File: src/rtl/freq_meter.sv
// Reference-clock frequency meter: counts synchronized rising edges of sig_in over a window of
// ref_clk cycles and checks the count against a target. Optional FREQ_METER_AVG_EN: 4-window average.
module freq_meter #(
  parameter int unsigned CNT_W       = 16,
  parameter int unsigned SYNC_STAGES = 2,
  parameter int unsigned TOL         = 4
) (
  input  logic             ref_clk,
  input  logic             reset,
  input  logic             sig_in,
  input  logic             start,
  input  logic             cont,
  input  logic [CNT_W-1:0] ref_counter,
  input  logic [CNT_W-1:0] counter,
  output logic             busy,
  output logic             valid,
  output logic [CNT_W-1:0] count,
  output logic [2:0]       status
);

  localparam logic [CNT_W-1:0] CntMax = '1;
  localparam logic [CNT_W-1:0] CntOne = CNT_W'(1);
  localparam logic [CNT_W:0]   TolW   = (CNT_W+1)'(TOL);

  typedef enum logic [1:0] {StIdle, StArm, StMeas, StDone} state_e;

  state_e                   state_q, state_d;
  logic [SYNC_STAGES-1:0]   sync_q;
  logic                     hist_q;
  logic                     edge_det;
  logic [CNT_W-1:0]         win_len_q, win_len_d;
  logic [CNT_W-1:0]         target_q, target_d;
  logic [CNT_W-1:0]         win_cnt_q, win_cnt_d;
  logic [CNT_W-1:0]         edge_cnt_q, edge_cnt_d;
  logic                     sat_q, sat_d;
  logic [CNT_W-1:0]         count_q, count_d;
  logic [2:0]               status_q, status_d;

  // Result of the window that finishes this cycle.
  logic                     win_done;
  logic [CNT_W-1:0]         win_count;
  logic                     win_err;
  logic [CNT_W-1:0]         edge_next;
  logic                     sat_next;

`ifdef FREQ_METER_AVG_EN
  logic [3:0][CNT_W-1:0]    avg_hist_q, avg_hist_d;
  logic [3:0]               avg_sat_q, avg_sat_d;
  logic [2:0]               nwin_q, nwin_d;
  logic                     avg_ok_q, avg_ok_d;
  logic [CNT_W+1:0]         avg_sum;
`endif

  function automatic logic [2:0] calc_status(logic [CNT_W-1:0] cnt, logic [CNT_W-1:0] tgt,
                                             logic err);
    logic [CNT_W:0] diff;
    if (cnt >= tgt) diff = {1'b0, cnt} - {1'b0, tgt};
    else            diff = {1'b0, tgt} - {1'b0, cnt};
    if (err)                return 3'b100;
    else if (diff <= TolW)  return 3'b001;
    else                    return 3'b010;
  endfunction

  assign edge_det = sync_q[SYNC_STAGES-1] & ~hist_q;

  always_comb begin
    state_d    = state_q;
    win_len_d  = win_len_q;
    target_d   = target_q;
    win_cnt_d  = win_cnt_q;
    edge_cnt_d = edge_cnt_q;
    sat_d      = sat_q;
    count_d    = count_q;
    status_d   = status_q;
    win_done   = 1'b0;
    win_count  = '0;
    win_err    = 1'b0;
    edge_next  = edge_cnt_q;
    sat_next   = sat_q;
`ifdef FREQ_METER_AVG_EN
    avg_hist_d = avg_hist_q;
    avg_sat_d  = avg_sat_q;
    nwin_d     = nwin_q;
    avg_ok_d   = avg_ok_q;
    avg_sum    = '0;
`endif

    unique case (state_q)
      StIdle: begin
        if (start) begin
          win_len_d = ref_counter;
          target_d  = counter;
          state_d   = StArm;
        end
      end
      StArm: begin
        edge_cnt_d = '0;
        sat_d      = 1'b0;
        win_cnt_d  = win_len_q;
        if (win_len_q == '0) begin
          // Zero-length window reports an error with an empty count.
          win_done = 1'b1;
          win_err  = 1'b1;
          state_d  = StDone;
        end else begin
          state_d = StMeas;
        end
      end
      StMeas: begin
        if (edge_det && (edge_cnt_q != CntMax)) edge_next = edge_cnt_q + CntOne;
        if (edge_next == CntMax) sat_next = 1'b1;
        edge_cnt_d = edge_next;
        sat_d      = sat_next;
        win_cnt_d  = win_cnt_q - CntOne;
        if (win_cnt_q == CntOne) begin
          win_done  = 1'b1;
          win_count = edge_next;
          win_err   = sat_next;
          state_d   = StDone;
        end
      end
      StDone: begin
        state_d = cont ? StArm : StIdle;
      end
      default: state_d = StIdle;
    endcase

`ifdef FREQ_METER_AVG_EN
    if ((state_q == StIdle) && (state_d == StArm)) begin
      avg_hist_d = '0;
      avg_sat_d  = '0;
      nwin_d     = '0;
      avg_ok_d   = 1'b0;
    end
    if (win_done) begin
      avg_hist_d = {avg_hist_q[2:0], win_count};
      avg_sat_d  = {avg_sat_q[2:0], win_err};
      nwin_d     = (nwin_q == 3'd4) ? 3'd4 : nwin_q + 3'd1;
      avg_sum    = {2'b00, avg_hist_d[0]} + {2'b00, avg_hist_d[1]} +
                   {2'b00, avg_hist_d[2]} + {2'b00, avg_hist_d[3]};
      avg_ok_d   = (nwin_d == 3'd4);
      if (nwin_d == 3'd4) begin
        count_d  = avg_sum[CNT_W+1:2];
        status_d = calc_status(avg_sum[CNT_W+1:2], target_q, |avg_sat_d);
      end
    end
    valid = (state_q == StDone) && avg_ok_q;
`else
    if (win_done) begin
      count_d  = win_count;
      status_d = calc_status(win_count, target_q, win_err);
    end
    valid = (state_q == StDone);
`endif
  end

  always_ff @(posedge ref_clk) begin
    if (reset) begin
      state_q    <= StIdle;
      sync_q     <= '0;
      hist_q     <= 1'b0;
      win_len_q  <= '0;
      target_q   <= '0;
      win_cnt_q  <= '0;
      edge_cnt_q <= '0;
      sat_q      <= 1'b0;
      count_q    <= '0;
      status_q   <= '0;
`ifdef FREQ_METER_AVG_EN
      avg_hist_q <= '0;
      avg_sat_q  <= '0;
      nwin_q     <= '0;
      avg_ok_q   <= 1'b0;
`endif
    end else begin
      state_q    <= state_d;
      sync_q     <= {sync_q[SYNC_STAGES-2:0], sig_in};
      hist_q     <= sync_q[SYNC_STAGES-1];
      win_len_q  <= win_len_d;
      target_q   <= target_d;
      win_cnt_q  <= win_cnt_d;
      edge_cnt_q <= edge_cnt_d;
      sat_q      <= sat_d;
      count_q    <= count_d;
      status_q   <= status_d;
`ifdef FREQ_METER_AVG_EN
      avg_hist_q <= avg_hist_d;
      avg_sat_q  <= avg_sat_d;
      nwin_q     <= nwin_d;
      avg_ok_q   <= avg_ok_d;
`endif
    end
  end

  assign busy   = (state_q != StIdle);
  assign count  = count_q;
  assign status = status_q;

endmodule
File: config.mk
export PLATFORM = sky130hd
export DESIGN_NAME = freq_meter
export DESIGN_NICKNAME = d
export VERILOG_FILES = /design/src/rtl/freq_meter.sv
export SDC_FILE = /design/constraint.sdc
export NUM_CORES = 1
export LEC_CHECK = 0
export BUFFER_PORTS_ARGS = -buffer_cell sky130_fd_sc_hd__buf_2
export CAP_MARGIN = 5
export CORE_UTILIZATION = 42
export CTS_BUF_LIST = sky130_fd_sc_hd__clkbuf_2 sky130_fd_sc_hd__clkbuf_4 sky130_fd_sc_hd__clkbuf_8
export CTS_CLUSTER_DIAMETER = 30
export CTS_CLUSTER_SIZE = 8
export DETAILED_ROUTE_END_ITERATION = 6
export SLEW_MARGIN = 10
export SYNTH_ARGS = -nofsm -noshare
export SYNTH_HDL_FRONTEND = slang
export SYNTH_SLANG_ARGS = --single-unit
File: constraint.sdc
create_clock -name ref_clk -period 11.7 [get_ports ref_clk]
set_clock_uncertainty 0.2 [all_clocks]
set_input_delay 2.34 -clock ref_clk [delete_from_list [all_inputs] [get_ports ref_clk]]
set_output_delay 2.34 -clock ref_clk [all_outputs]
set_load 0.03 [all_outputs]
Word level (Yosys, flattened, before mapping)
Cells that the tools add are included.

storage, ports and cells
  memories kept = 0
  register bits after elaboration = 89
  ROM bits = 0
  word-level logic and storage cells = 55
  RAM bits = 0
  bits in latches = 0

cells by class
  multiply operators = 0
  add/sub/neg operators = 4
  divide/modulo/power cells = 0
  $lt $le $gt $ge = 2
  mux-type cells = 22
  equal/unequal tests = 8
  bitwise operators = 2
  shift-type cells = 0
  reduce and logical (&&, ||, !) cells = 7

operators by type and width
  operator                                                                            count
  16-bit two-way mux                                                                  4
  16-bit case mux with 2 select lines                                                 2
  17-bit two-way mux                                                                  2
  16-bit by 16-bit subtractor with 17-bit output                                      2
  17-bit by 3-bit less-or-equal comparator with 1-bit output (second input constant)  1
  16-bit by 1-bit adder with 16-bit output (second input constant)                    1
  16-bit by 1-bit equality test with 1-bit output (second input constant)             1
  16-bit equality test (second input constant)                                        1
  16-bit >= comparator                                                                1
  16-bit zero test                                                                    1
  16-bit != test (second input constant)                                              1
  16-bit by 1-bit subtractor with 16-bit output (second input constant)               1
  2-bit case mux with 4 select lines                                                  1
  1-bit two-way mux                                                                   6
  2-bit two-way mux                                                                   3
  1-bit case mux with 2 select lines                                                  3
  2-bit equality test (second input constant)                                         2
  2-bit != test (second input constant)                                               2
  2-bit AND reduction                                                                 2
  2-bit nonzero test                                                                  2
  3-bit two-way mux                                                                   1
  2-bit by 1-bit equality test with 1-bit output (second input constant)              1
  2-bit zero test                                                                     1
  1-bit AND                                                                           1
  other kinds (2)                                                                     2

Longest topological paths before layout
  word-level depth = 13
  gate-level depth with buffers = 19
  depth with buffers taken out = 17

Worst setup path after synthesis
OpenSTA, ideal clock, no wires.

  path kind = flip-flop to flip-flop
  from = reg edge_cnt_q[0]
  to = reg status_q[0] (netlist: status[0])
  clock period less this slack = 4.723 ns
  arrival = 4.463 ns
  stages on the path, launching flop included = 20
  library setup time = 0.061 ns
  slack = 6.977 ns
  cell sequence = dfxtp_1 > ha_1 > buf_2 > nand3_1 > nor4_2 > clkbuf_1 > nor3_1 > xor2_1 > nand2_1 > inv_1 > ha_1 > clkbuf_1 > and2_1 > nand4_1 > o31a_1 > nand3_1 > mux2_2 > or4_1 > a211oi_1 > a32o_1

between the ends
  word-level cells in the longest chain between the ends = 12
  elaborated cells between the ends (all ways) = 19
  those cells by class = 3 x add/sub; 2 x order compare; 2 x eq/ne; 11 x mux; 1 x reduce/logical

RTL lines
  what                                                                                              RTL line  text
  start, declared                                                                                   34        logic [CNT_W-1:0] edge_cnt_q, edge_cnt_d;
  start signal, assigned                                                                            182       edge_cnt_q <= edge_cnt_d;
  parallel branches: the longest is 2 deep, another holds 16-bit by 1-bit adder with 16-bit output  n/a
  16-bit two-way mux *                                                                              110       if (edge_det && (edge_cnt_q != CntMax)) edge_next = edge_cnt_q + CntOne;
  16-bit two-way mux *                                                                              88        unique case (state_q)
  16-bit two-way mux *                                                                              115       if (win_cnt_q == CntOne) begin
  16-bit two-way mux *                                                                              88
  net win_count[6]                                                                                  41        logic [CNT_W-1:0] win_count;
  16-bit by 16-bit subtractor with 17-bit output (tied with other cells)                            58        else diff = {1'b0, tgt} - {1'b0, cnt};
  17-bit two-way mux *                                                                              57        if (cnt >= tgt) diff = {1'b0, cnt} - {1'b0, tgt};
  17-bit two-way mux *                                                                              149       if (win_done) begin
  17-bit by 3-bit less-or-equal comparator with 1-bit output *                                      60        else if (diff <= TolW) return 3'b001;
  2-bit two-way mux *                                                                               60
  3-bit two-way mux *                                                                               59        if (err) return 3'b100;
  end signal, assigned                                                                              185       status_q <= status_d;
  end, declared                                                                                     37        logic [2:0] status_q, status_d;

Mark *: on every way through the listed nets, which the timed path passes. The select of a mux whose other input is x is not followed.
A chain may end at the register's enable or synchronous reset.

Worst setup path after layout
Ends and elaborated chain as after synthesis.

==> flow_metrics.env <==
export IMPL_synth_edf_count=0
export IMPL_synthArstFlopShare_pct=0
export IMPL_synth_cell_types=73
export IMPL_fin_crit_sh_pct=48.35
export IMPL_clkSinkCount=89
export IMPL_synth_nets=894
export IMPL_p_leak_nw=2.606
export IMPL_vias_per_cell=5.855
export IMPL_start_util_pct=43.37
export IMPL_avgRoutedWirePerCell_um=17.50
export IMPL_io_buffers=57
export IMPL_ys_flop_type="dfxtp_1"
export IMPL_antenna_found_initial=0
export IMPL_placed_cells=1009
export IMPL_synth_seq_cells=89
export IMPL_slew_viol_final=0
export IMPL_critPathMostFrequentCell="nand3_1"
export IMPL_wl_um=17940
export IMPL_arrival_ns=5.79
export IMPL_setup_viol=0
export IMPL_insertedDiodeCount=0
export IMPL_io_pins=58
export IMPL_crit_type="flip-flop to flip-flop"
export IMPL_crit_path_max_incr_delay_ns=0.97
export IMPL_coreArea_um2=13930
export IMPL_avgSynthCellArea_um2=7.397
export IMPL_post_dp_hpwl_um=13180
export IMPL_whs_ns=0.2369
export IMPL_tns_ns=0
export IMPL_cts_tree="yes"
export IMPL_dr_total_vias=6001
export IMPL_end_kind="flip-flop"
export IMPL_reg2reg_slack_ns=6.04
export IMPL_path_cells="ha_1 -> nand3_1 -> nor4_2 -> nor2_1 -> nand3_1 -> xor2_1 -> nor2_1 -> ha_1 -> a21oi_1 -> o22ai_1 -> o211ai_1 -> nand3_1 -> mux2_2 -> or4_1 -> a211oi_1 -> a32o_1"
export IMPL_detail_route_antenna_nets=0
export IMPL_synth_area_leaders="dfxtp_1, ha_1, nand2_1, a21oi_1, nor2_1"
export IMPL_track_usage_pct=25.00
export IMPL_post_cts_setup_buffer_count=0
export IMPL_max_freq_mhz=176.8
export IMPL_syn_inst=817
export IMPL_synth_top_area_share_pct=29.48
export IMPL_required_ns=11.84
export IMPL_crit_slowest_cell="nor4_2"
export IMPL_die_h_um=122.0
export IMPL_grt_pass1_vias=5501
export IMPL_max_cap_violations=0
export IMPL_clk_pin_slew_ns=0.10
export IMPL_seq_area_frac_synth_pct=29.48
export IMPL_status="complete, no violations"
export IMPL_worstPathMaxFanout=14
export IMPL_regToRegStartpoint="edge_cnt_q[0]"
export IMPL_drive_gt1_share_pct=11.95
export IMPL_area_growth_pct=9.379
export IMPL_hp_class="flip-flop to flip-flop"
export IMPL_cts_resized=0
export IMPL_dieWidth_um=122.0
export IMPL_reg2reg_depth=16
export IMPL_grt_max_degree=90
export IMPL_clockBufferDepth=2
export IMPL_crit_path_start="edge_cnt_q[0]"
export IMPL_cts_htree_levels=3
export IMPL_numCtsBuffers=9
export IMPL_period_minus_slack_ns=5.657
export IMPL_tightestPinTransition_ns=1.083
export IMPL_drt_iter0_drc=477
export IMPL_dr_pass1_iters=5
export IMPL_yosysTopAreaCell="dfxtp_1"
export IMPL_grt_first_pass_wirelength_um=28580
export IMPL_rows=43
export IMPL_rsz0062_at_grt="no"
export IMPL_ir_drop_v=0.0001428
export IMPL_ys_warn_count=0
export IMPL_powerDensity_nw_per_um2=199.5
export IMPL_cts_root_buf="clkbuf_8"
export IMPL_clock_latency_ns=0.40
export IMPL_endpoint="status[0]"
export IMPL_yosys_top_cells_count="nand2_1, a21oi_1, dfxtp_1"
export IMPL_layout_nets=917
export IMPL_hold_viol=0
export IMPL_hold_buffers=0
export IMPL_timing_rr_end="status[0]"
export IMPL_maxSlewHeadroom_pct=27.21
export IMPL_final_cells=1025
export IMPL_place_gp_congestion=0.9190
export IMPL_crit_path_start_kind="flip-flop"
export IMPL_netlist_area_um2=6043
export IMPL_route_detailed_drc=0
export IMPL_die_area_um2=14870
export IMPL_grt_overflow_total=0
export IMPL_yosysMostFrequentCell="nand2_1"
==> worst min path at each step <==
stage	startpoint	to	slack, ns	cells after the start
2_1_floorplan	sync_q[0]	sync_q[1]	0.21	1
3_3_place_gp	sync_q[0]	sync_q[1]	0.22	1
3_5_place_dp	sync_q[0]	sync_q[1]	0.23	1
4_1_cts	sync_q[0]	sync_q[1]	0.25	1
5_1_grt	sync_q[0]	sync_q[1]	0.27	1
6_report	sync_q[0]	sync_q[1]	0.24	1
==> worst max-delay path, delay by kind of cell (launching register included) <==
family / cells / cell delay [ns]
simple gates: 7 / 2.43
compound gates: 5 / 1.23
fa+ha+maj: 2 / 0.78
flops: 1 / 0.46
mux: 1 / 0.35
xor+xnor: 1 / 0.16
==> kinds of logic after synthesis <==
group           share of synthesized area (%)
mux                                    0.6832
fa+ha+maj                               8.282
compound gates                          26.29
buf+inv                                 6.646
xor+xnor                                2.754
simple gates                            25.86
flops                                   29.48
==> cells in the final DEF (no fill, tap or decap), types with 4 or more instances in the layout <==
master / synthesis / final
a211oi_1: 13 / 13
dfxtp_1: 89 / 89
xor2_1: 11 / 11
nand2_1: 130 / 130
or2_2: 7 / 7
nor3_1: 19 / 19
and4_1: 4 / 4
o2bb2ai_1: 4 / 4
o21ai_0: 24 / 23
o211ai_1: 4 / 4
inv_1: 48 / 48
or3_1: 7 / 7
buf_2: 3 / 57
and3_1: 5 / 5
a22oi_1: 30 / 30
nand3_1: 15 / 15
o22ai_1: 5 / 5
nand4_1: 13 / 13
and2_1: 8 / 8
nor2_1: 68 / 68
nor4_1: 8 / 8
a21oi_1: 90 / 90
a21o_1: 9 / 9
o31ai_1: 7 / 7
or4_1: 5 / 5
nor4b_1: 4 / 4
o31a_1: 5 / 5
o21a_1: 5 / 5
xnor2_1: 8 / 8
buf_4: 3 / 6
o21bai_1: 4 / 4
nor2b_1: 10 / 10
clkbuf_8: 0 / 9
ha_1: 40 / 40
a31oi_1: 6 / 6
==> sequential cells by signal, summed over array words and instances (netlist names) <==
signal      cells
count          16
edge_cnt_q     16
hist_q          1
sat_q           1
state_q         2
status          3
sync_q          2
target_q       16
win_cnt_q      16
win_len_q      16
==> routing by layer <==
metal	vias to the layer above	GRT usage, %	share of wire [%]
met5	-	0	0
met4	0	9.336	2.7
met3	29	4.541	6.0
met2	205	40.04	45
met1	2812	33.25	46
li1	2955	-	-
==> where the power goes <==
group / internal [mW] / switching (mW)
Combinational: 0.242 / 0.445
Clock: 0.127 / 0.124
Sequential: 0.344 / 0.0371
==> through the flow <==
stage	power, mW	instance area [um2]	setup slack [ns]	utilization, %
after floorplan	0.8987	6043	6.977	-
after global placement	1.059	6385	6.300	45.82
after detailed placement	1.064	6385	6.202	45.82
after CTS	1.321	6610	6.145	47.44
after global routing	1.424	6610	5.577	47.44
final	1.319	6610	6.043	47.44
==> layout make-up <==
type                    count  area [um2]
well taps                 180       225.2
repair buffers             63       330.3
fillers                  1406        7325
flip-flops and latches     89        1782
clock inverters             5       86.33
inverters                  50       187.7
multi-input cells         627        3860
clock buffers              11       138.9
(Power assumes the default switching activity.)
